==> src/rtl/bht_sched_pkg.sv <==
// Shared types and default sizing for the branch history table port scheduler.
// Contents:
//   DEF_*     default parameter values used by bht_port_sched
//   state_e   scheduler state
//   resolve_t queued resolve entry at the default index width
package bht_sched_pkg;

  localparam int unsigned DEF_IWIDTH   = 6;
  localparam int unsigned DEF_HWIDTH   = 4;
  localparam int unsigned DEF_QDEPTH   = 4;
  localparam int unsigned DEF_MAX_WAIT = 8;

  typedef enum logic [1:0] {
    IDLE,
    UPD_RD,
    UPD_WR,
    FLUSH
  } state_e;

  typedef struct packed {
    logic [DEF_IWIDTH-1:0] index;
    logic                  taken;
  } resolve_t;

endpackage

==> src/rtl/bht_resolve_fifo.sv <==
// Synchronous FIFO holding resolved branches until the table port is free.
// Ports:
//   clk, reset        clock, asynchronous active-high reset (empties the queue)
//   push, push_data   write one entry (caller guarantees !full)
//   pop               drop the head entry (caller guarantees !empty)
//   head              current head entry
//   full, empty       registered occupancy flags
//   count             number of entries held
module bht_resolve_fifo #(
  parameter int unsigned DEPTH = 4,
  parameter int unsigned WIDTH = 7
) (
  input  logic                         clk,
  input  logic                         reset,
  input  logic                         push,
  input  logic [WIDTH-1:0]             push_data,
  input  logic                         pop,
  output logic [WIDTH-1:0]             head,
  output logic                         full,
  output logic                         empty,
  output logic [$clog2(DEPTH+1)-1:0]   count
);

  localparam int unsigned PW = $clog2(DEPTH);
  localparam int unsigned CW = $clog2(DEPTH + 1);

  logic [WIDTH-1:0] mem_q [DEPTH];
  logic [PW-1:0]    wr_ptr_q;
  logic [PW-1:0]    rd_ptr_q;
  logic [CW-1:0]    count_q;

  // DEPTH is a power of two, so the pointers wrap on their own.
  always_ff @(posedge clk or posedge reset) begin
    if (reset) begin
      wr_ptr_q <= '0;
      rd_ptr_q <= '0;
      count_q  <= '0;
    end else begin
      if (push) wr_ptr_q <= wr_ptr_q + 1'b1;
      if (pop)  rd_ptr_q <= rd_ptr_q + 1'b1;
      case ({push, pop})
        2'b10:   count_q <= count_q + 1'b1;
        2'b01:   count_q <= count_q - 1'b1;
        default: count_q <= count_q;
      endcase
    end
  end

  always_ff @(posedge clk) begin
    if (push) mem_q[wr_ptr_q] <= push_data;
  end

  assign head  = mem_q[rd_ptr_q];
  assign full  = (count_q == CW'(DEPTH));
  assign empty = (count_q == '0);
  assign count = count_q;

endmodule

==> src/rtl/bht_port_sched.sv <==
// Single-port branch history table scheduler. Fetch lookups get the port by
// default; queued resolves are applied as read-then-write shifts when the port
// is idle, the queue is full, or the head has been passed over MAX_WAIT times.
// A flush request zeroes every entry, one write per cycle.
// Ports:
//   clk, reset                          clock, asynchronous active-high reset
//   lookup_valid/index/ready/hist       fetch history read (zero-cycle latency)
//   resolve_valid/index/taken/ready     execute resolve, enqueued on valid&&ready
//   flush_req, flush_busy               table clear request / in-progress flag
//   tbl_index/we/wdata/rdata            table port (rdata is a combinational read)
module bht_port_sched
  import bht_sched_pkg::*;
#(
  parameter int unsigned IWIDTH   = DEF_IWIDTH,
  parameter int unsigned HWIDTH   = DEF_HWIDTH,
  parameter int unsigned QDEPTH   = DEF_QDEPTH,
  parameter int unsigned MAX_WAIT = DEF_MAX_WAIT
) (
  input  logic              clk,
  input  logic              reset,
  input  logic              lookup_valid,
  input  logic [IWIDTH-1:0] lookup_index,
  output logic              lookup_ready,
  output logic [HWIDTH-1:0] lookup_hist,
  input  logic              resolve_valid,
  input  logic [IWIDTH-1:0] resolve_index,
  input  logic              resolve_taken,
  output logic              resolve_ready,
  input  logic              flush_req,
  output logic              flush_busy,
  output logic [IWIDTH-1:0] tbl_index,
  output logic              tbl_we,
  output logic [HWIDTH-1:0] tbl_wdata,
  input  logic [HWIDTH-1:0] tbl_rdata
);

  localparam int unsigned WW = $clog2(MAX_WAIT + 1);
  localparam int unsigned CW = $clog2(QDEPTH + 1);

  state_e            state_q;
  logic [IWIDTH-1:0] upd_index_q;
  logic              upd_taken_q;
  logic [HWIDTH-2:0] hreg_q;      // only the bits that survive the shift
  logic [WW-1:0]     wait_q;
  logic [IWIDTH-1:0] fptr_q;
  logic              fpend_q;

  logic              q_push;
  logic              q_pop;
  logic [IWIDTH:0]   q_head;
  logic              q_full;
  logic              q_empty;
  logic [CW-1:0]     q_count;
  logic              upd_start;

  bht_resolve_fifo #(
    .DEPTH (QDEPTH),
    .WIDTH (IWIDTH + 1)
  ) u_fifo (
    .clk       (clk),
    .reset     (reset),
    .push      (q_push),
    .push_data ({resolve_index, resolve_taken}),
    .pop       (q_pop),
    .head      (q_head),
    .full      (q_full),
    .empty     (q_empty),
    .count     (q_count)
  );

  // A flush request in IDLE takes priority so the RMW cannot delay the clear.
  assign upd_start = (state_q == IDLE) && !q_empty && !flush_req &&
                     (!lookup_valid || q_full || (wait_q == WW'(MAX_WAIT)));

  assign q_push        = resolve_valid && !q_full;
  assign q_pop         = upd_start;
  assign resolve_ready = !q_full;
  assign flush_busy    = fpend_q || (state_q == FLUSH);

  // Port mux; held at reset values while reset is asserted.
  always_comb begin
    lookup_ready = 1'b0;
    lookup_hist  = '0;
    tbl_index    = '0;
    tbl_we       = 1'b0;
    tbl_wdata    = '0;
    if (!reset) begin
      case (state_q)
        IDLE: begin
          if (upd_start) begin
            tbl_index = q_head[IWIDTH:1];
          end else begin
            lookup_ready = 1'b1;
            tbl_index    = lookup_index;
            lookup_hist  = tbl_rdata;
          end
        end
        UPD_RD: tbl_index = upd_index_q;
        UPD_WR: begin
          tbl_we    = 1'b1;
          tbl_index = upd_index_q;
          tbl_wdata = {hreg_q, upd_taken_q};
        end
        FLUSH: begin
          tbl_we    = 1'b1;
          tbl_index = fptr_q;
        end
        default: ;
      endcase
    end
  end

  always_ff @(posedge clk or posedge reset) begin
    if (reset) begin
      state_q     <= IDLE;
      upd_index_q <= '0;
      upd_taken_q <= 1'b0;
      hreg_q      <= '0;
      wait_q      <= '0;
      fptr_q      <= '0;
      fpend_q     <= 1'b0;
    end else begin
      case (state_q)
        IDLE: begin
          if (flush_req) begin
            state_q <= FLUSH;
          end else if (upd_start) begin
            state_q     <= UPD_RD;
            upd_index_q <= q_head[IWIDTH:1];
            upd_taken_q <= q_head[0];
          end
          if (upd_start || (q_count == '0)) begin
            wait_q <= '0;
          end else if (lookup_valid && (wait_q != WW'(MAX_WAIT))) begin
            wait_q <= wait_q + 1'b1;
          end
        end
        UPD_RD: begin
          hreg_q  <= tbl_rdata[HWIDTH-2:0];
          state_q <= UPD_WR;
          if (flush_req) fpend_q <= 1'b1;
        end
        UPD_WR: begin
          if (fpend_q || flush_req) begin
            fpend_q <= 1'b1;
            state_q <= FLUSH;
          end else begin
            state_q <= IDLE;
          end
        end
        FLUSH: begin
          if (fptr_q == {IWIDTH{1'b1}}) begin
            fptr_q  <= '0;
            fpend_q <= 1'b0;
            state_q <= IDLE;
          end else begin
            fptr_q <= fptr_q + 1'b1;
          end
        end
        default: state_q <= IDLE;
      endcase
    end
  end

endmodule

==> config.mk <==
export PLATFORM = sky130hd
export DESIGN_NAME = bht_port_sched
export DESIGN_NICKNAME = d
export VERILOG_FILES = /design/src/rtl/bht_sched_pkg.sv /design/src/rtl/bht_resolve_fifo.sv /design/src/rtl/bht_port_sched.sv
export SDC_FILE = /design/constraint.sdc
export NUM_CORES = 1
export LEC_CHECK = 0
export BUFFER_PORTS_ARGS = -buffer_cell sky130_fd_sc_hd__buf_2
export CAP_MARGIN = 15
export CORE_ASPECT_RATIO = 2
export CORE_MARGIN = 2
export CORE_UTILIZATION = 30
export CTS_BUF_LIST = sky130_fd_sc_hd__clkbuf_8
export DETAILED_ROUTE_END_ITERATION = 7
export PLACE_DENSITY = 0.5
export SYNTH_ARGS = -nofsm -noshare
export SYNTH_HDL_FRONTEND = slang
export SYNTH_SLANG_ARGS = --single-unit
==> constraint.sdc <==
create_clock -name clk -period 5.15 [get_ports clk]
set_input_delay 0.7725 -clock clk [delete_from_list [all_inputs] [get_ports clk]]
set_output_delay 0.7725 -clock clk [all_outputs]
set_load 0.02 [all_outputs]
==> insert_results.sql, run 1 <==
INSERT INTO impl_metrics (metric_group, metric, value, unit) VALUES
('yosys', 'synth_ff_type', 'sky130_fd_sc_hd__dfrtp_1', ''),
('timing', 'timing.slew.headroom', '0.604', ''),
('pwr', 'internal_power', '1.23', 'mW'),
('clock_network', 'ctsHtreeMaxLevel', '3', ''),
('die', 'rows', '50', ''),
('die', 'fp.coreArea', '9380', 'sq um'),
('final_layout', 'diodes', '0', ''),
('yosys', 'net_count_of_the_mapped_netlist', '270', ''),
('yosys', 'synth_seq_cells', '58', ''),
('clock_network', 'clk_pin_slew_worst_setup_hold_paths', '70', 'ps'),
('pwr', 'fin_total_pwr', '1.97', 'mW'),
('global_routing', 'via_count_of_the_first_global_routing_pass', '2030', ''),
('yosys', 'syn-instance-count', '234', ''),
('critical_path', 'worst-r2r-setup-slack', '2620', 'ps'),
('drt', 'final_antenna_net_count', '0', ''),
('pwr', 'cellPowerDensity', '582', 'nW/um^2'),
('critical_path', 'launching_element_type_of_the_critical_path', 'register', ''),
('drt', 'route.final.wire_length', '6.35', 'mm'),
('critical_path', 'setup.worst_path.end_class', 'primary output', ''),
('timing', 'final.min_clock_period', '3210', 'ps'),
('critical_path', 'critPathRequiredTime', '4380', 'ps'),
('timing', 'setup_repair_after_global_routing_missed_its_margin', 'false', ''),
('critical_path', 'critical_path.startpoint', 'state_q[0]$_DFFE_PP0P_', ''),
('yosys', 'post_synth_edffs', '28', ''),
('critical_path', 'crit-reg2reg-launch', 'state_q[0]$_DFFE_PP0P_', ''),
('timing', 'final.hold.worst_slack', '432', 'ps'),
('final_layout', 'synthToLayoutAreaGrowth', '16.6', '%'),
('yosys', 'synth.avg_cell_area', '12.4', 'sq um'),
('yosys', 'synth-warning-count', '0', ''),
('run_status', 'outcome', 'completed', ''),
('placement', 'place_area', '3170', 'sq um'),
('timing', 'finClkSkew', '9.16', 'ps'),
('timing', 'max_freq', '0.311', 'GHz'),
('timing', 'timing_worst_slew_pin_value', '593', 'ps'),
('pwr', 'combinational_power_share', '0.374', ''),
('critical_path', 'crit_path_arrival_time', '2440', 'ps'),
('global_routing', 'track_usage', '0.135', ''),
('global_routing', 'gr-total-overflow', '0', ''),
('placement', 'dpl.hpwl', '4.69', 'mm'),
('final_layout', 'fillers', '951', ''),
('placement', 'port_buffers', '39', ''),
('pwr', 'switching_share', '0.373', ''),
('die', 'fp.dieArea', '10500', 'sq um'),
('yosys', 'area_contributors_post_synth', 'sky130_fd_sc_hd__edfxtp_1 (29%), sky130_fd_sc_hd__dfrtp_1 (26%), sky130_fd_sc_hd__ha_1 (5.6%)', ''),
('clock_network', 'numCtsBuffers', '9', ''),
('drt', 'route.detailed.drc', '0', ''),
('die', 'die_x', '73.5', 'um'),
('critical_path', 'ff2ff_path_depth', '11', ''),
('critical_path', 'timing.setup.critical_path_class', 'register to primary output', ''),
('yosys', 'synthDominantCellAreaShare', '0.290', ''),
('yosys', 'netlist-cell-type-count', '47', ''),
('clock_network', 'clock_tree_from_tritoncts', 'built', ''),
('timing', 'timing_max_transition_violations_final', '0', ''),
('critical_path', 'critical_path.reg2reg.endpoint', 'u_fifo.count[2]$_DFFE_PP0P_', ''),
('final_layout', 'design_area', '3380', 'sq um'),
('global_routing', 'grt_start_max_net_pins', '28', ''),
('timing', 'setup_viol', '0', ''),
('yosys', 'synth_sequential_area_ratio', '0.550', ''),
('pwr', 'power.leakage', '1.45', 'nW'),
('drt', 'detail_route.first_pass.iterations', '4', ''),
('yosys', 'yosysMostFrequentCell', 'sky130_fd_sc_hd__nand2_1', ''),
('yosys', 'synth.cells.most_frequent', 'sky130_fd_sc_hd__nand2_1 (40), sky130_fd_sc_hd__dfrtp_1 (30), sky130_fd_sc_hd__edfxtp_1 (28)', ''),
('pwr', 'p_sw', '0.733', 'mW'),
('global_routing', 'grt_antenna_before_repair', '0', ''),
('die', 'initial_utilization', '0.309', ''),
('hold_path', 'min_path_type', 'input pin to asynchronous set/reset pin', ''),
('drt', 'num_vias', '1911', ''),
('clock_network', 'postCtsSetupBuffers', '0', ''),
('pwr', 'clkPwrFrac', '0.230', ''),
('pwr', 'sequentialPowerShare', '0.396', ''),
('timing', 'timing.final.hold_violations', '0', '');
[worst max-delay path by stage]
stage	to	slack [ps]	depth (start not counted)
4_1_cts	tbl_index[2]	1850	8
3_3_place_gp	tbl_index[2]	2120	7
2_1_floorplan	tbl_index[0]	2390	6
6_report	tbl_index[2]	1940	8
3_5_place_dp	tbl_index[2]	2100	7
5_1_grt	tbl_index[2]	1790	8
[area by class of cell]
cell class | instances | area [sq um] | share of cell area
clock buffer | 9 | 124 | 0.0367
clock inverter | 7 | 85.1 | 0.0252
inverter | 16 | 62.6 | 0.0185
multi-input combinational | 151 | 1180 | 0.350
sequential | 58 | 1590 | 0.471
tap | 104 | 130 | 0.0385
timing repair buffer | 40 | 203 | 0.0600
[worst max-delay path: stages (launching register included)]
cell	delay, ps
sky130_fd_sc_hd__dfrtp_1	410
sky130_fd_sc_hd__inv_1	130
sky130_fd_sc_hd__ha_1	270
sky130_fd_sc_hd__and2b_1	190
sky130_fd_sc_hd__o211ai_4	180
sky130_fd_sc_hd__inv_4	190
sky130_fd_sc_hd__nand2_1	80
sky130_fd_sc_hd__a311oi_1	390
sky130_fd_sc_hd__buf_2	240
[routing by layer]
layer / global-route usage / routed length [um]
met1: 0.146 / 2460
met2: 0.237 / 3580
met3: 0.0226 / 171
met4: 0.0804 / 147
met5: 0 / 0
[stage by stage]
step                      worst slack (ps)  cells
after floorplan                       2390    234
after global placement                2120    369
after detailed placement              2100    369
after CTS                             1850    385
after global routing                  1790    385
final                                 1940    385
[cells in the final DEF (no fill, tap or decap), drive strengths merged, types with 2 or more instances in the layout]
cell type,n
mux4,7
nand2b,2
and2,11
clkinv,3
bufinv,2
o21ai,9
mux2i,3
nand3,3
clkbuf,9
o31ai,2
o22ai,4
dfrtp,30
nor2,5
edfxtp,28
inv,17
nand2,40
and3,5
a221oi,6
ha,13
a21oi,5
xor2,3
a311oi,6
xnor2,6
mux2,6
buf,40
[power by group through the flow]
stage	Clock (mW)	Combinational (mW)	Sequential (mW)
detailed placement	0	0.749	0.793
floorplan	0	0.616	0.718
CTS	0.467	0.753	0.785
global placement	0	0.744	0.790
finish	0.451	0.736	0.778
global route	0.488	0.827	0.804
[registers in the layout, summed over array words and instances (netlist names)]
| register | count |
|---|---|
| u_fifo.mem_q | 28 |
| fptr_q | 6 |
| upd_index_q | 6 |
| wait_q | 4 |
| hreg_q | 3 |
| u_fifo.count | 3 |
| state_q | 2 |
| u_fifo.rd_ptr_q | 2 |
| u_fifo.wr_ptr_q | 2 |
| fpend_q | 1 |
| upd_taken_q | 1 |
[cells by family (layout without fill, tap and decap cells)]
kind of cell             Yosys count  count (layout)  synth area share
AO/OA/AOI/OAI                     38              38             0.102
adder cells (fa/ha/maj)           14              14            0.0631
multiplexers                      16              16            0.0882
AND/OR/NAND/NOR                   74              74             0.127
buffers and inverters             25              72            0.0428
flip-flops                        58              58             0.550
XOR/XNOR                           9               9            0.0272
(Power assumes the default switching activity.)
==> inputs of run 2 (changes only) <==
- clock period: 5.15 -> 3.1 ns (I/O delays scaled with it)
==> insert_results.sql, run 2 (same netlist as run 1, synthesis figures left out) <==
INSERT INTO impl_metrics (metric_group, metric, value, unit) VALUES
('critical_path', 'path_depth', '8', ''),
('placement', 'dpl.hpwl', '4.76', 'mm'),
('die', 'top_level_ports', '40', ''),
('critical_path', 'launching_element_type_of_the_critical_path', 'register', ''),
('global_routing', 'via_count_of_the_first_global_routing_pass', '2058', ''),
('clock_network', 'clock_tree.buffer_depth', '2', ''),
('clock_network', 'numCtsBuffers', '9', ''),
('drt', 'detail_route.first_pass.iterations', '6', ''),
('global_routing', 'grt_start_max_net_pins', '28', ''),
('final_layout', 'final-seq-area', '1590', 'sq um'),
('placement', 'finalWeightedCongestion', '0.765', ''),
('drt', 'num_vias', '1914', ''),
('final_layout', 'finish.utilization', '0.358', ''),
('pwr', 'power.leakage', '1.45', 'nW'),
('timing', 'timing_worst_slew_pin_value', '630', 'ps'),
('placement', 'post-place-ws', '577', 'ps'),
('critical_path', 'critPathRequiredTime', '2630', 'ps'),
('timing', 'layout_setup_ws', '265', 'ps'),
('timing', 'timing.setup.tns', '0', 'ps'),
('final_layout', 'layout.nets', '312', ''),
('critical_path', 'critical_path.endpoint', 'lookup_hist[1]', ''),
('die', 'fp.coreArea', '9380', 'sq um'),
('timing', 'final.hold.worst_slack', '121', 'ps'),
('clock_network', 'numClockSinks', '58', ''),
('timing', 'final.period_utilization', '0.914', ''),
('die', 'die_height', '143', 'um'),
('critical_path', 'worst-r2r-setup-slack', '600', 'ps'),
('placement', 'placed_cells_incl_taps', '369', ''),
('clock_network', 'clk_pin_slew_worst_setup_hold_paths', '60', 'ps'),
('die', 'initial_utilization', '0.309', ''),
('final_layout', 'fillers', '935', ''),
('critical_path', 'worst-path-max-fanout', '15', ''),
('die', 'rows', '50', ''),
('clock_network', 'cts_resized', '0', ''),
('critical_path', 'cp.buffers_inverters', '3', ''),
('drt', 'routedWlPerCell', '16.6', 'um'),
('critical_path', 'ff2ff_path_depth', '11', ''),
('drt', 'route.detailed.vias_per_inst', '4.97', ''),
('final_layout', 'top_register', 'u_fifo.mem_q', ''),
('die', 'die_x', '73.5', 'um'),
('final_layout', 'design_area', '3360', 'sq um'),
('timing', 'finClkSkew', '7.78', 'ps'),
('clock_network', 'postCtsSetupBuffers', '0', ''),
('pwr', 'fin_total_pwr', '3.22', 'mW'),
('drt', 'route.final.wire_length', '6.39', 'mm'),
('final_layout', 'multi_input_area', '1180', 'sq um'),
('final_layout', 'largest_registers', 'u_fifo.mem_q: 28 flops, fptr_q: 6 flops, upd_index_q: 6 flops', ''),
('timing', 'max_freq', '0.353', 'GHz'),
('timing', 'timing_max_transition_violations_final', '0', ''),
('global_routing', 'track_usage', '0.136', ''),
('pwr', 'cellPowerDensity', '959', 'nW/um^2'),
('run_status', 'outcome', 'completed', ''),
('final_layout', 'mostFrequentLayoutCell', 'sky130_fd_sc_hd__nand2_1', ''),
('critical_path', 'critical_path.reg2reg.endpoint', 'u_fifo.count[2]$_DFFE_PP0P_', ''),
('job', 'max_cap_violations', '0', ''),
('critical_path', 'timing.setup.critical_path_class', 'register to primary output', ''),
('pwr', 'vdd.ir_drop.worst', '0.315', 'mV'),
('clock_network', 'worst_skew_pair.late_latency', '350', 'ps'),
('clock_network', 'ctsHtreeMaxLevel', '3', ''),
('critical_path', 'setup.worst_path.end_class', 'primary output', ''),
('final_layout', 'largest_reg_flops', '28', ''),
('timing', 'setup_repair_after_global_routing_missed_its_margin', 'false', ''),
('drt', 'final_antenna_net_count', '0', ''),
('final_layout', 'most-common-layout-cells', 'sky130_fd_sc_hd__nand2_1 (40), sky130_fd_sc_hd__buf_2 (39), sky130_fd_sc_hd__dfrtp_1 (30)', ''),
('critical_path', 'critical_path.startpoint', 'wait_q[0]$_DFFE_PP0P_', ''),
('placement', 'place_area', '3170', 'sq um'),
('critical_path', 'crit_path_arrival_time', '2370', 'ps'),
('clock_network', 'clock_tree_from_tritoncts', 'built', ''),
('critical_path', 'crit_path_max_delay_family', 'simple AND/OR/NAND/NOR gates', ''),
('critical_path', 'crit-reg2reg-launch', 'state_q[1]$_DFFE_PP0P_', ''),
('timing', 'timing.final.hold_violations', '0', ''),
('die', 'fp.dieArea', '10500', 'sq um'),
('timing', 'final.min_clock_period', '2830', 'ps'),
('drt', 'detailedRoute.firstIterationViolations', '113', ''),
('global_routing', 'grt_first_pass_wirelength', '10.4', 'mm'),
('drt', 'route.detailed.drc', '0', ''),
('critical_path', 'path_cells', 'inv_1, ha_1, and3b_1, o211ai_4, inv_4, nor3_4, and2_1, buf_2', ''),
('final_layout', 'diodes', '0', ''),
('final_layout', 'synthToLayoutAreaGrowth', '16.2', '%'),
('timing', 'setup_viol', '0', ''),
('clock_network', 'ctsRootBufferMaster', 'sky130_fd_sc_hd__clkbuf_8', ''),
('timing', 'timing.slew.headroom', '0.580', ''),
('clock_network', 'cts_hold_buffers_added', '0', ''),
('critical_path', 'cp_slowest_stage_delay', '470', 'ps'),
('placement', 'port_buffers', '39', ''),
('hold_path', 'min_path_type', 'input pin to asynchronous set/reset pin', ''),
('global_routing', 'grt_antenna_before_repair', '0', ''),
('critical_path', 'critical_path.slowest_cell', 'sky130_fd_sc_hd__o211ai_4', ''),
('final_layout', 'drive_above_1_share', '0.260', ''),
('global_routing', 'gr-total-overflow', '0', ''),
('final_layout', 'post_layout_nonfiller_instances', '385', '');
[run 2: cell count changes in the layout (fill, tap and decap cells not counted)]
cell | previous run | this run
sky130_fd_sc_hd__bufinv_16 | 2 | 1
sky130_fd_sc_hd__clkbuf_8 | 9 | 11
sky130_fd_sc_hd__clkinv_1 | 1 | 2
sky130_fd_sc_hd__clkinv_2 | 2 | 0
sky130_fd_sc_hd__clkinvlp_4 | 1 | 0
sky130_fd_sc_hd__inv_1 | 16 | 17
[run 2: final cells by class]
type | count | area share
Sequential cell | 58 | 0.473
Multi-Input combinational cell | 151 | 0.351
Timing Repair Buffer | 40 | 0.0603
Clock buffer | 11 | 0.0450
Tap cell | 104 | 0.0387
Inverter | 16 | 0.0186
Clock inverter | 5 | 0.0134
[run 2: worst min-delay path by stage]
stage / from / slack [ps] / cells past startpoint / end
after floorplan: upd_taken_q$_DFFE_PP0P_ / 440 / 2 / upd_taken_q$_DFFE_PP0P_
after global placement: upd_index_q[0]$_DFFE_PP0P_ / 460 / 2 / upd_index_q[0]$_DFFE_PP0P_
after detailed placement: upd_index_q[3]$_DFFE_PP0P_ / 460 / 2 / upd_index_q[3]$_DFFE_PP0P_
after CTS: reset / 120 / 2 / hreg_q[0]$_DFFE_PP0P_
after global routing: reset / 130 / 2 / hreg_q[0]$_DFFE_PP0P_
final: reset / 120 / 2 / hreg_q[0]$_DFFE_PP0P_
[run 2: worst register-to-register path, cell delays in order, from the launching register on]
cell and delay [ps]:
sky130_fd_sc_hd__dfrtp_1 410, sky130_fd_sc_hd__inv_1 130, sky130_fd_sc_hd__ha_1 250, sky130_fd_sc_hd__and2b_1 190
sky130_fd_sc_hd__o211ai_4 190, sky130_fd_sc_hd__inv_4 200, sky130_fd_sc_hd__ha_1 220, sky130_fd_sc_hd__inv_1 60
sky130_fd_sc_hd__fa_1 380, sky130_fd_sc_hd__xor2_1 150, sky130_fd_sc_hd__nor2_1 110, sky130_fd_sc_hd__xor2_1 150
[run 2: power breakdown]
part           total [mW]  internal, mW  leakage, nW  switching [mW]
sequential           1.29          1.07        0.620           0.224
combinational        1.24         0.539        0.720           0.699
clock               0.696         0.404        0.107           0.292
total                3.22          2.01         1.45            1.22
[run 2: metal layers]
| metal | vias to the layer above | routed length, um | track usage |
|---|---|---|---|
| met1 | 924 | 2460 | 0.142 |
| met4 | 0 | 248 | 0.0880 |
| met5 | - | 0 | 0 |
| li1 | 927 | - | - |
| met3 | 20 | 211 | 0.0332 |
| met2 | 43 | 3470 | 0.233 |
